==> config.mk <==
export PLATFORM = sky130hd
export DESIGN_NAME = video_capture
export DESIGN_NICKNAME = d
export VERILOG_FILES = /design/src/rtl/video_capture.sv
export SDC_FILE = /design/constraint.sdc
export NUM_CORES = 1
export LEC_CHECK = 0
export CAP_MARGIN = 0
export CORE_ASPECT_RATIO = 0.5
export CORE_MARGIN = 2
export CORE_UTILIZATION = 51
export CTS_CLUSTER_SIZE = 20
export DETAILED_ROUTE_END_ITERATION = 10
export GPL_ROUTABILITY_DRIVEN = 0
export GPL_TIMING_DRIVEN = 1
export PLACE_DENSITY = 0.77
export SETUP_SLACK_MARGIN = 0.1
export SYNTH_ARGS = -nofsm -noshare
export SYNTH_HDL_FRONTEND = slang
export SYNTH_SLANG_ARGS = --single-unit
export TNS_END_PERCENT = 20
==> constraint.sdc <==
create_clock -name clk -period 5.1 [get_ports clk]
set_clock_uncertainty 0.2 [all_clocks]
set_input_delay 1.02 -clock clk [delete_from_list [all_inputs] [get_ports clk]]
set_output_delay 1.02 -clock clk [all_outputs]
set_load 0.01 [all_outputs]
==> src/rtl/video_capture.sv <==
// rtl/video_capture.sv - video frame capture into a first-word fall-through stream FIFO

module video_capture_fifo #(
  parameter int W     = 26,
  parameter int DEPTH = 16
) (
  input  logic         clk,
  input  logic         rstn,
  input  logic         wr_en,
  input  logic [W-1:0] wr_data,
  output logic         full,
  output logic         rd_valid,
  output logic [W-1:0] rd_data,
  input  logic         rd_ready
);
  localparam int AW = $clog2(DEPTH);
  localparam logic [AW:0] FULL_CNT = (AW+1)'(DEPTH);

  logic [W-1:0]  mem_q [DEPTH];
  logic [AW-1:0] wr_ptr_q, wr_ptr_d, rd_ptr_q, rd_ptr_d;
  logic [AW:0]   count_q, count_d;
  logic          push, pop;

  // Full is judged on the pre-edge count, so a same-cycle pop never makes room.
  assign full     = (count_q == FULL_CNT);
  assign rd_valid = (count_q != '0);
  assign rd_data  = mem_q[rd_ptr_q];
  assign push     = wr_en & ~full;
  assign pop      = rd_valid & rd_ready;

  always_comb begin
    wr_ptr_d = wr_ptr_q + AW'(push);
    rd_ptr_d = rd_ptr_q + AW'(pop);
    count_d  = count_q + (AW+1)'(push) - (AW+1)'(pop);
  end

  always_ff @(posedge clk) begin
    if (!rstn) begin
      wr_ptr_q <= '0;
      rd_ptr_q <= '0;
      count_q  <= '0;
    end else begin
      wr_ptr_q <= wr_ptr_d;
      rd_ptr_q <= rd_ptr_d;
      count_q  <= count_d;
    end
  end

  always_ff @(posedge clk) begin
    if (push) mem_q[wr_ptr_q] <= wr_data;
  end
endmodule

module video_capture #(
  parameter int H_VISIBLE  = 640,
  parameter int V_VISIBLE  = 480,
  parameter int FIFO_DEPTH = 16
) (
  input  logic        clk,
  input  logic        rstn,
  input  logic        capture_en,
  input  logic [7:0]  vid_red,
  input  logic [7:0]  vid_green,
  input  logic [7:0]  vid_blue,
  input  logic        vid_de,
  input  logic        vid_vsync,
  output logic [31:0] m_tdata,
  output logic        m_tvalid,
  input  logic        m_tready,
  output logic        m_tlast,
  output logic        m_tuser,
  output logic        err_overflow,
  output logic        err_size,
  output logic [15:0] frame_cnt
);
  localparam int NPIX  = H_VISIBLE * V_VISIBLE;
  localparam int CNT_W = (NPIX > 1) ? $clog2(NPIX) : 1;
  localparam logic [CNT_W-1:0] LAST_IDX = CNT_W'(NPIX - 1);

  typedef enum logic [1:0] {IDLE, ARMED, CAPTURE, DROP} state_t;

  state_t           state_q, state_d;
  logic [7:0]       red_q, red_d, green_q, green_d, blue_q, blue_d;
  logic             de_q, de_d, vsync_q, vsync_d, vsync_prev_q, vsync_prev_d;
  logic [CNT_W-1:0] cnt_q, cnt_d;
  logic             start_seen_q, start_seen_d;
  logic             wr_en_q, wr_en_d;
  logic [25:0]      wr_data_q, wr_data_d;
  logic             err_overflow_q, err_overflow_d, err_size_q, err_size_d;
  logic [15:0]      frame_cnt_q, frame_cnt_d;

  logic             fifo_full, fifo_valid;
  logic [25:0]      fifo_data;
  logic             frame_start, overflow, take, is_last;
  logic [CNT_W-1:0] pix_idx;
  state_t           after_frame;

  video_capture_fifo #(.W(26), .DEPTH(FIFO_DEPTH)) u_fifo (
    .clk      (clk),
    .rstn     (rstn),
    .wr_en    (wr_en_q),
    .wr_data  (wr_data_q),
    .full     (fifo_full),
    .rd_valid (fifo_valid),
    .rd_data  (fifo_data),
    .rd_ready (m_tready)
  );

  assign m_tdata      = {8'h00, fifo_data[23:0]};
  assign m_tvalid     = fifo_valid;
  assign m_tlast      = fifo_valid & fifo_data[24];
  assign m_tuser      = fifo_valid & fifo_data[25];
  assign err_overflow = err_overflow_q;
  assign err_size     = err_size_q;
  assign frame_cnt    = frame_cnt_q;

  always_comb begin
    red_d          = vid_red;
    green_d        = vid_green;
    blue_d         = vid_blue;
    de_d           = vid_de;
    vsync_d        = vid_vsync;
    vsync_prev_d   = vsync_q;
    state_d        = state_q;
    cnt_d          = cnt_q;
    start_seen_d   = start_seen_q;
    wr_en_d        = 1'b0;
    wr_data_d      = wr_data_q;
    err_overflow_d = err_overflow_q;
    err_size_d     = err_size_q;
    frame_cnt_d    = frame_cnt_q + 16'(m_tvalid & m_tready & m_tlast);

    frame_start = vsync_q & ~vsync_prev_q;
    overflow    = wr_en_q & fifo_full;
    after_frame = capture_en ? ARMED : IDLE;
    pix_idx     = (state_q == ARMED) ? '0 : cnt_q;
    is_last     = (pix_idx == LAST_IDX);
    take        = 1'b0;

    // An overflowing write truncates the frame whatever the FSM was doing.
    if (overflow) begin
      err_overflow_d = 1'b1;
      state_d        = DROP;
    end else begin
      case (state_q)
        IDLE: begin
          if (capture_en && frame_start) begin
            state_d      = ARMED;
            start_seen_d = 1'b1;
          end
        end
        ARMED: begin
          if (frame_start) start_seen_d = 1'b1;
          if (de_q) begin
            if (start_seen_q || frame_start) take = 1'b1;
            else err_size_d = 1'b1;
          end
        end
        CAPTURE: begin
          if (frame_start) begin
            err_size_d   = 1'b1;
            state_d      = after_frame;
            start_seen_d = 1'b1;
          end else if (de_q) begin
            take = 1'b1;
          end
        end
        DROP: begin
          if (frame_start) begin
            state_d      = after_frame;
            start_seen_d = 1'b1;
          end
        end
        default: state_d = IDLE;
      endcase

      if (take) begin
        wr_en_d   = 1'b1;
        wr_data_d = {state_q == ARMED, is_last, blue_q, green_q, red_q};
        if (is_last) begin
          state_d      = after_frame;
          start_seen_d = 1'b0;
          cnt_d        = '0;
        end else begin
          state_d = CAPTURE;
          cnt_d   = pix_idx + CNT_W'(1);
        end
      end
    end
  end

  always_ff @(posedge clk) begin
    if (!rstn) begin
      state_q        <= IDLE;
      red_q          <= '0;
      green_q        <= '0;
      blue_q         <= '0;
      de_q           <= 1'b0;
      vsync_q        <= 1'b0;
      vsync_prev_q   <= 1'b0;
      cnt_q          <= '0;
      start_seen_q   <= 1'b0;
      wr_en_q        <= 1'b0;
      wr_data_q      <= '0;
      err_overflow_q <= 1'b0;
      err_size_q     <= 1'b0;
      frame_cnt_q    <= '0;
    end else begin
      state_q        <= state_d;
      red_q          <= red_d;
      green_q        <= green_d;
      blue_q         <= blue_d;
      de_q           <= de_d;
      vsync_q        <= vsync_d;
      vsync_prev_q   <= vsync_prev_d;
      cnt_q          <= cnt_d;
      start_seen_q   <= start_seen_d;
      wr_en_q        <= wr_en_d;
      wr_data_q      <= wr_data_d;
      err_overflow_q <= err_overflow_d;
      err_size_q     <= err_size_d;
      frame_cnt_q    <= frame_cnt_d;
    end
  end
endmodule
# == After elaboration in Yosys (flattened, before gate mapping) ==
# Memory sizes are Yosys's and may differ from the RTL's. A register that Yosys moved wholly into a read port is not among the register bits.
# Cells that the tools add are included.
# totals
memories,1
ram_bits,416
output_inout_bits,53
elab_cells,86
input_bits,30
register_bits,107
# classes
n_eq_ne,10
bitwise_logic,12
add_sub_neg,6
reduce_logical,12
muxes,28
# mem_list
name,words,width,rd,rd_clocked_by_memory_dff,wr,line,text
u_fifo.mem_q,16,26,1,1,1,19,logic [W-1:0] mem_q [DEPTH];
# ops
operator,n
$mux 19,2
$add 19x1->19 const B,1
$eq 19x19->1 const B,1
$add 16x1->16,1
$mux 1,16
$mux 2,5
$add 4x1->4,2
$and 1x1->1,8
$ne 2x2->1 const B,3
$pmux 1 s2,3
$add 5x1->5,1
$eq 5x5->1 const B,1
$reduce_and 5->1,1
$reduce_bool 5->1,1
$sub 5x1->5,1
$eq 2x2->1 const B,2
$mux 4,1
$ne 4x1->1 const B,1
$ne 4x4->1 const B,1
$not 1->1,4
$pmux 2 s2,1
$reduce_bool 4->1,1
$reduce_or 2->1,2
$reduce_and 3->1,1
other kinds (7),7

# == Longest topological paths before layout ==
# Gate-level depths: netlist (run 1).
# logic_depth
ltp_word,9
ltp_mapped,12
mapped_depth_nobuf,12

# == Hierarchy ==
# From an unflattened synthesis (run 1), not the netlist that was laid out.
# hier_totals
cells_unflattened,1182
area_unflattened_um2,20468.4
# modules_own_cells
module,n_inst,seq_area_each_um2,cells_each,area_per_inst_um2
video_capture_fifo,1,12752.2,729,16538.4
video_capture,1,1881.8,453,3930.0

# == Worst setup path after synthesis (run 1) ==
# No wires, ideal clock.
# synth_path
path_type,register to register
startpoint,register u_fifo.count_q[2]
endpoint,"memory u_fifo.mem_q[0][0], enable pin"
synth_period_minus_slack_ns,3.911
n_path_buf,0
arrival_ns,3.270
t_required_ns,4.458
slack_ns,1.189
path_stages_with_launch,6
setup_time_ns,0.442
cell_sequence,dfxtp_1 inv_1 ha_1 a31oi_1 or3b_2 nor3_1
# synth_via
elab_chain_len,5
# synth_lines
item,line,text
"start, declared",21,"logic [AW:0] count_q, count_d;"
"start signal, assigned",45,count_q <= count_d;
$eq 5x5->1,25,assign full = (count_q == FULL_CNT);
$not 1->1,28,assign push = wr_en & ~full;
$and 1x1->1,28,
$mux 1,50,if (push) mem_q[wr_ptr_q] <= wr_data;
$mux 1 (not written as such),50,
"end, declared",19,
# Every way passes these cells.

==> impl_metrics.toml, run 1 <==
[synthesis]
synth_top_family_by_area = "multiplexers"
ys_types = 66
synth_edf_count = 416
synthXorXnorAreaFrac = 0.008184
ys.flop_type = "edfxtp_1"
yosys_register_bits = 523
synth.most_common_cell = "edfxtp_1"
syn_area_per_cell_um2 = 18.12
synthesis.area_um2 = 20330
synth_common_cells = "edfxtp_1 (416), mux4_2 (130), dfxtp_1 (107)"
ys_seq_area_frac = 0.7197
yosys_warnings = 0
yosysTopAreaCell = "edfxtp_1"
synth-simple-area-share = 0.06843
synth_top_area_share = 0.6144
synth-compound-area-share = 0.02603
synthMuxAreaShare = 0.1450
ys_top_cells_by_area = "edfxtp_1 (61%), mux4_2 (14%), dfxtp_1 (11%), nand2_1 (1.5%), and2_1 (1.2%)"
async_flop_share = 0
syn_inst = 1122
synthAdderAreaFrac = 0.01206

[routing]
wl_met3_um = 3287
drt_iter0_markers = 1288
routed_wl_um = 43330
drtPass1Iterations = 5
wl_met1_um = 17300
met2_length_um = 21680
post-route-drc-count = 0
ant_nets = 0
vias = 10660
routedWlPerCell_um = 24.33
top_layer = "met4"
vias_per_cell = 5.984

[cts]
cts_tree = "yes"
cts_max_level = 2
cts_sinks = 523
cts_resized = 0
clockBufferDepth = 3
postCtsHoldBufs = 0
clk_latency_ns = 0.57
root_buffer = "clkbuf_16"
clk_transition_reported_paths_ns = 0.07
post_cts_buffers = 0
numCtsBuffers = 45

[outcome]
status = "finished clean"

[flow_run]
maxCapViolations = 0

[worst_setup_path]
worstPathCellList = "buf_12, mux4_2, mux4_2, clkdlybuf4s50_1"
max_stage_delay_ns = 0.66
crit_path_start_kind = "flop"
critPathRequiredTime_ns = 3.88
crit_arrival_ns = 3.26
crit_fanout = 45
end_kind = "output port"
critPathSlowestCell = "dfxtp_4"
worstSetupPathType = "flop to output port"
r2r_cells = 10
cp_common_cell = "mux4_2"

[timing]
rsz0062_at_grt = "no"
hold_viol_final = 0
slew_viol_final = 0
tightestPinTransition_ns = 1.216
fmax_mhz = 223.1
finalSetupTns_ns = 0
slew_headroom = 0.1847
finalCriticalPeriod_ns = 4.481
final-setup-viol-count = 0
finalCritPeriodShare = 0.8787

[global_route]
grt_usage = 0.2100
antenna_found_initial = 0
overflow = 0
grt_max_degree = 49
first_global_vias = 11010
grt_pass1_wl_um = 65190

[placement]
dp_hpwl_um = 24460
port_buffers = 74
dpl-instance-area_um2 = 21750

[floorplan]
dieArea_um2 = 41580
ios = 83
rows = 51
initial_core_util = 0.5198
die_h_um = 145.2
core_um2 = 39120
die_x_um = 286.4

[cells_and_area]
syn2layout_area_growth_pct = 14.11
fillCellCount = 2665
antenna_cells = 0
nets = 1263
drive_gt1_frac = 0.2110
design_area_um2 = 23200

[min_path]
holdCritPathClass = "flop to flop"
hold_depth = 2

[power_and_ir_drop]
peakVddDrop_mv = 0.2351
p_per_area_nw_per_um2 = 413.3
power.leakage_nw = 7.393
## flip-flops by register name (all words and copies together), names as in the netlist
register / cells
err_size: 1
cnt_q: 19
wr_en_q: 1
u_fifo.wr_ptr_q: 4
u_fifo.count_q: 5
de_q: 1
wr_data_q: 26
frame_cnt: 16
u_fifo.rd_ptr_q: 4
err_overflow: 1
blue_q: 8
vsync_prev_d: 1
green_q: 8
start_seen_q: 1
vsync_prev_q: 1
red_q: 8
state_q: 2
u_fifo.mem_q: 416
## logic make-up after synthesis
kind of cell	after synthesis
mux	132
buf+inv	78
simple gates	263
xor+xnor	19
compound gates	87
other cells	1
fa+ha+maj	19
flops	523
## metrics by stage
step                      worst slack (ns)  power (mW)  hold WS [ns]  std cells  utilization
after CTS                           0.5335       9.660        0.2337       1781       0.5932
after detailed placement             1.159       6.333        0.2281       1697       0.5562
after floorplan                      1.189       5.924        0.2174       1129            -
after global routing                0.4439       9.925        0.2552       1781       0.5932
after global placement               1.210       6.287        0.2211       1697       0.5562
final                               0.6186       9.590        0.2314       1781       0.5932
## routing by layer
| metal | vias up | global-route usage |
|---|---|---|
| li1 | 4600 | - |
| met1 | 5507 | 0.2832 |
| met2 | 467 | 0.3501 |
| met3 | 83 | 0.03805 |
| met4 | 0 | 0.06545 |
| met5 | - | 0 |
## worst max-delay path, delay by kind of cell, from the launching register on
family / cells / cell delay [ns]
multiplexers: 2 / 1.07
flip-flops: 1 / 0.66
buffers and inverters: 2 / 0.88
## cell type report
cell class	instances	area [µm²]	area share
Sequential cell	523	14640	0.6311
Timing Repair Buffer	104	1036	0.04465
Multi-Input combinational cell	528	5368	0.2313
Clock inverter	21	182.7	0.007873
Clock buffer	63	1265	0.05452
Tap cell	530	663.1	0.02858
Inverter	12	45.04	0.001941
## cells in the final DEF (no fill, tap or decap), drive strengths merged, types with 3 or more instances in the layout
| master | n |
|---|---|
| and4 | 5 |
| dfxtp | 107 |
| nor2b | 5 |
| mux4 | 130 |
| nand3 | 28 |
| clkdlybuf4s50 | 73 |
| ha | 18 |
| inv | 14 |
| nand4b | 3 |
| nor3 | 13 |
| and2 | 41 |
| and3 | 7 |
| nor2 | 48 |
| nand2b | 3 |
| nand3b | 4 |
| o211ai | 5 |
| xnor2 | 9 |
| clkbuf | 63 |
| or3 | 5 |
| conb | 8 |
| buf | 31 |
| nand2 | 79 |
| o21ai | 10 |
| xor2 | 10 |
| nand4 | 10 |
| clkinv | 16 |
| edfxtp | 416 |
| a31oi | 6 |
| a21oi | 47 |
| nor4 | 4 |
## report_power, final
part / total [mW] / switching (mW) / internal (mW)
Clock: 3.36 / 1.51 / 1.85
Combinational: 1.53 / 0.620 / 0.912
Sequential: 4.70 / 0.112 / 4.58
Total: 9.59 / 2.24 / 7.35
## final timing paths
check,end,start,slack [ns]
worst max-delay path,m_tdata[15],u_fifo.rd_ptr_q[0],0.62
worst min-delay path,wr_data_q[17],blue_q[1],0.23
worst max register to register,state_q[1],state_q[1],1.53
worst min register to register,wr_data_q[17],blue_q[1],0.23
Power figures use the tool's default switching activity.
==> run 2, diff against run 1 <==
--- a/config.mk
+++ b/config.mk
@@ -6,7 +6,7 @@
 export NUM_CORES = 1
 export LEC_CHECK = 0
 export CAP_MARGIN = 0
-export CORE_ASPECT_RATIO = 0.5
+export CORE_ASPECT_RATIO = 0.8
 export CORE_MARGIN = 2
 export CORE_UTILIZATION = 51
 export CTS_CLUSTER_SIZE = 20
==> run 2 against run 1 <==
Compared with the run above: global-route usage grew 0.77 points; non-clock buffer count down 5; register-to-register slack barely moved; design area up 0.57%; via count decreased by 1.5%; setup slack got worse by 0.055 ns; critical path depth stayed put; clock-buffer cell count increased by 4; power increased by 2.4%; utilization is essentially flat; routed wire length up 0.72%; combinational power barely moved; critical endpoint is now m_tdata[10].
==> impl_metrics.toml, run 2 (same netlist as run 1, synthesis figures left out) <==
[placement]
dpl-instance-area_um2 = 21750
dp_hpwl_um = 23520
port_buffers = 74

[timing]
rsz0062_at_grt = "no"
final-setup-viol-count = 0
timing.hold.ws_ns = 0.2316
tightestPinTransition_ns = 1.209
hold_viol_final = 0
finalSetupTns_ns = 0
finalCritPeriodShare = 0.8895
slew_viol_final = 0
finalCriticalPeriod_ns = 4.537
slew_headroom = 0.1922
fmax_mhz = 220.4

[cts]
clk_latency_ns = 0.58
cts_sinks = 523
cts_resized = 0
clk_transition_reported_paths_ns = 0.06
numCtsBuffers = 49
root_buffer = "clkbuf_16"
cts_tree = "yes"
postCtsHoldBufs = 0
post_cts_buffers = 0
clockBufferDepth = 3
cts_max_level = 2

[floorplan]
die_x_um = 227.2
ios = 83
rows = 65
core_um2 = 39360
dieArea_um2 = 41490
initial_core_util = 0.5166
die_h_um = 182.6

[global_route]
antenna_found_initial = 0
grt_max_degree = 57
grt_pass1_wl_um = 66030
first_global_vias = 10690
grt_usage = 0.2177
overflow = 0

[power_and_ir_drop]
pwr-share-clk = 0.366
power.total_mw = 9.822
power_frac_seq = 0.479
p_int_mw = 7.533
p_sw_frac = 0.2331
power_frac_comb = 0.156
p_switching_mw = 2.289
power.leakage_nw = 7.413
peakVddDrop_mv = 0.3175
p_per_area_nw_per_um2 = 420.9

[cells_and_area]
drive_gt1_frac = 0.2105
design_area_um2 = 23330
syn2layout_area_growth_pct = 14.76
nets = 1262
multiInputGateArea_um2 = 5428
seq_area_um2 = 14640
fillCellCount = 2854
largest_reg_flops = 416
layout_common_cells = "edfxtp_1 (416), mux4_2 (130), dfxtp_1 (103)"
layout_commonest_cell = "edfxtp_1"
regMostFlops = "u_fifo.mem_q"
reg_top3 = "u_fifo.mem_q (416), wr_data_q (26), cnt_q (19)"
antenna_cells = 0

[routing]
vias_per_cell = 5.862
routed_wl_um = 43650
drt_iter0_markers = 1099
vias = 10490
post-route-drc-count = 0
drtPass1Iterations = 5
routedWlPerCell_um = 24.38
ant_nets = 0

[worst_setup_path]
crit_fanout = 37
critical_path.endpoint = "m_tdata[10]"
r2r_cells = 9
crit_path_start_kind = "flop"
r2r-end = "state_q[1]"
end_kind = "output port"
rrSetupSlack_ns = 1.52
crit_arrival_ns = 3.32
startpoint = "u_fifo.rd_ptr_q[0]"
critPathRequiredTime_ns = 3.88
r2r-start = "state_q[1]"
worstSetupPathType = "flop to output port"

[min_path]
holdCritPathClass = "flop to flop"

[outcome]
status = "finished clean"

[flow_run]
maxCapViolations = 0
## run 2: cell count changes in the layout (fill, tap and decap cells not counted), moves of 3 or more
| cell | previous run | this run |
|---|---|---|
| nor2_4 | 0 | 12 |
| nor2_2 | 12 | 0 |
| clkinv_2 | 11 | 8 |
| clkbuf_16 | 46 | 50 |
| buf_12 | 6 | 3 |
| clkinv_1 | 4 | 7 |
## run 2: routing by layer
metal | routed length (µm) | track usage | part of all wire | vias up
li1 | - | - | - | 4609
met1 | 18320 | 0.3126 | 0.42 | 5408
met5 | 0 | 0 | 0 | -
met4 | 752 | 0.05542 | 0.017 | 0
met2 | 21440 | 0.3532 | 0.49 | 416
met3 | 3134 | 0.03317 | 0.072 | 60
## run 2: area by class of cell
type                    instances  share of cell area
flip-flops and latches        523              0.6276
multi-input cells             528              0.2326
clock buffers                  67             0.05807
repair buffers                 99             0.04118
well taps                     536             0.02874
clock inverters                25            0.009920
inverters                      12            0.001930
## run 2: power by group through the flow
stage	Clock, mW	Combinational, mW	Sequential (mW)
floorplan	0	1.23	4.70
global placement	0	1.51	4.79
global route	3.81	1.65	4.72
finish	3.59	1.53	4.70
CTS	3.64	1.56	4.71
detailed placement	0	1.54	4.80
## run 2: per-stage QoR
step / std cells / util / setup WS, ns
floorplan: 1129 / - / 1.189
global placement: 1698 / 0.5525 / 1.137
detailed placement: 1698 / 0.5525 / 1.100
CTS: 1790 / 0.5928 / 0.4772
global route: 1790 / 0.5928 / 0.3824
finish: 1790 / 0.5928 / 0.5634
## run 2: worst min path at each step
stage,slack (ns),cells past startpoint,from,to
6_report,0.23,2,blue_q[6],wr_data_q[22]
3_5_place_dp,0.23,2,blue_q[1],wr_data_q[17]
5_1_grt,0.26,2,green_q[4],wr_data_q[12]
2_1_floorplan,0.22,2,red_q[0],wr_data_q[0]
4_1_cts,0.24,2,blue_q[1],wr_data_q[17]
3_3_place_gp,0.22,2,blue_q[4],wr_data_q[20]
## run 2: worst max-delay path, cell delays in order, from the launching register on
cell and delay, ns:
dfxtp_4 0.77, buf_12 0.38, mux4_2 0.55, mux4_2 0.52, clkdlybuf4s50_1 0.50
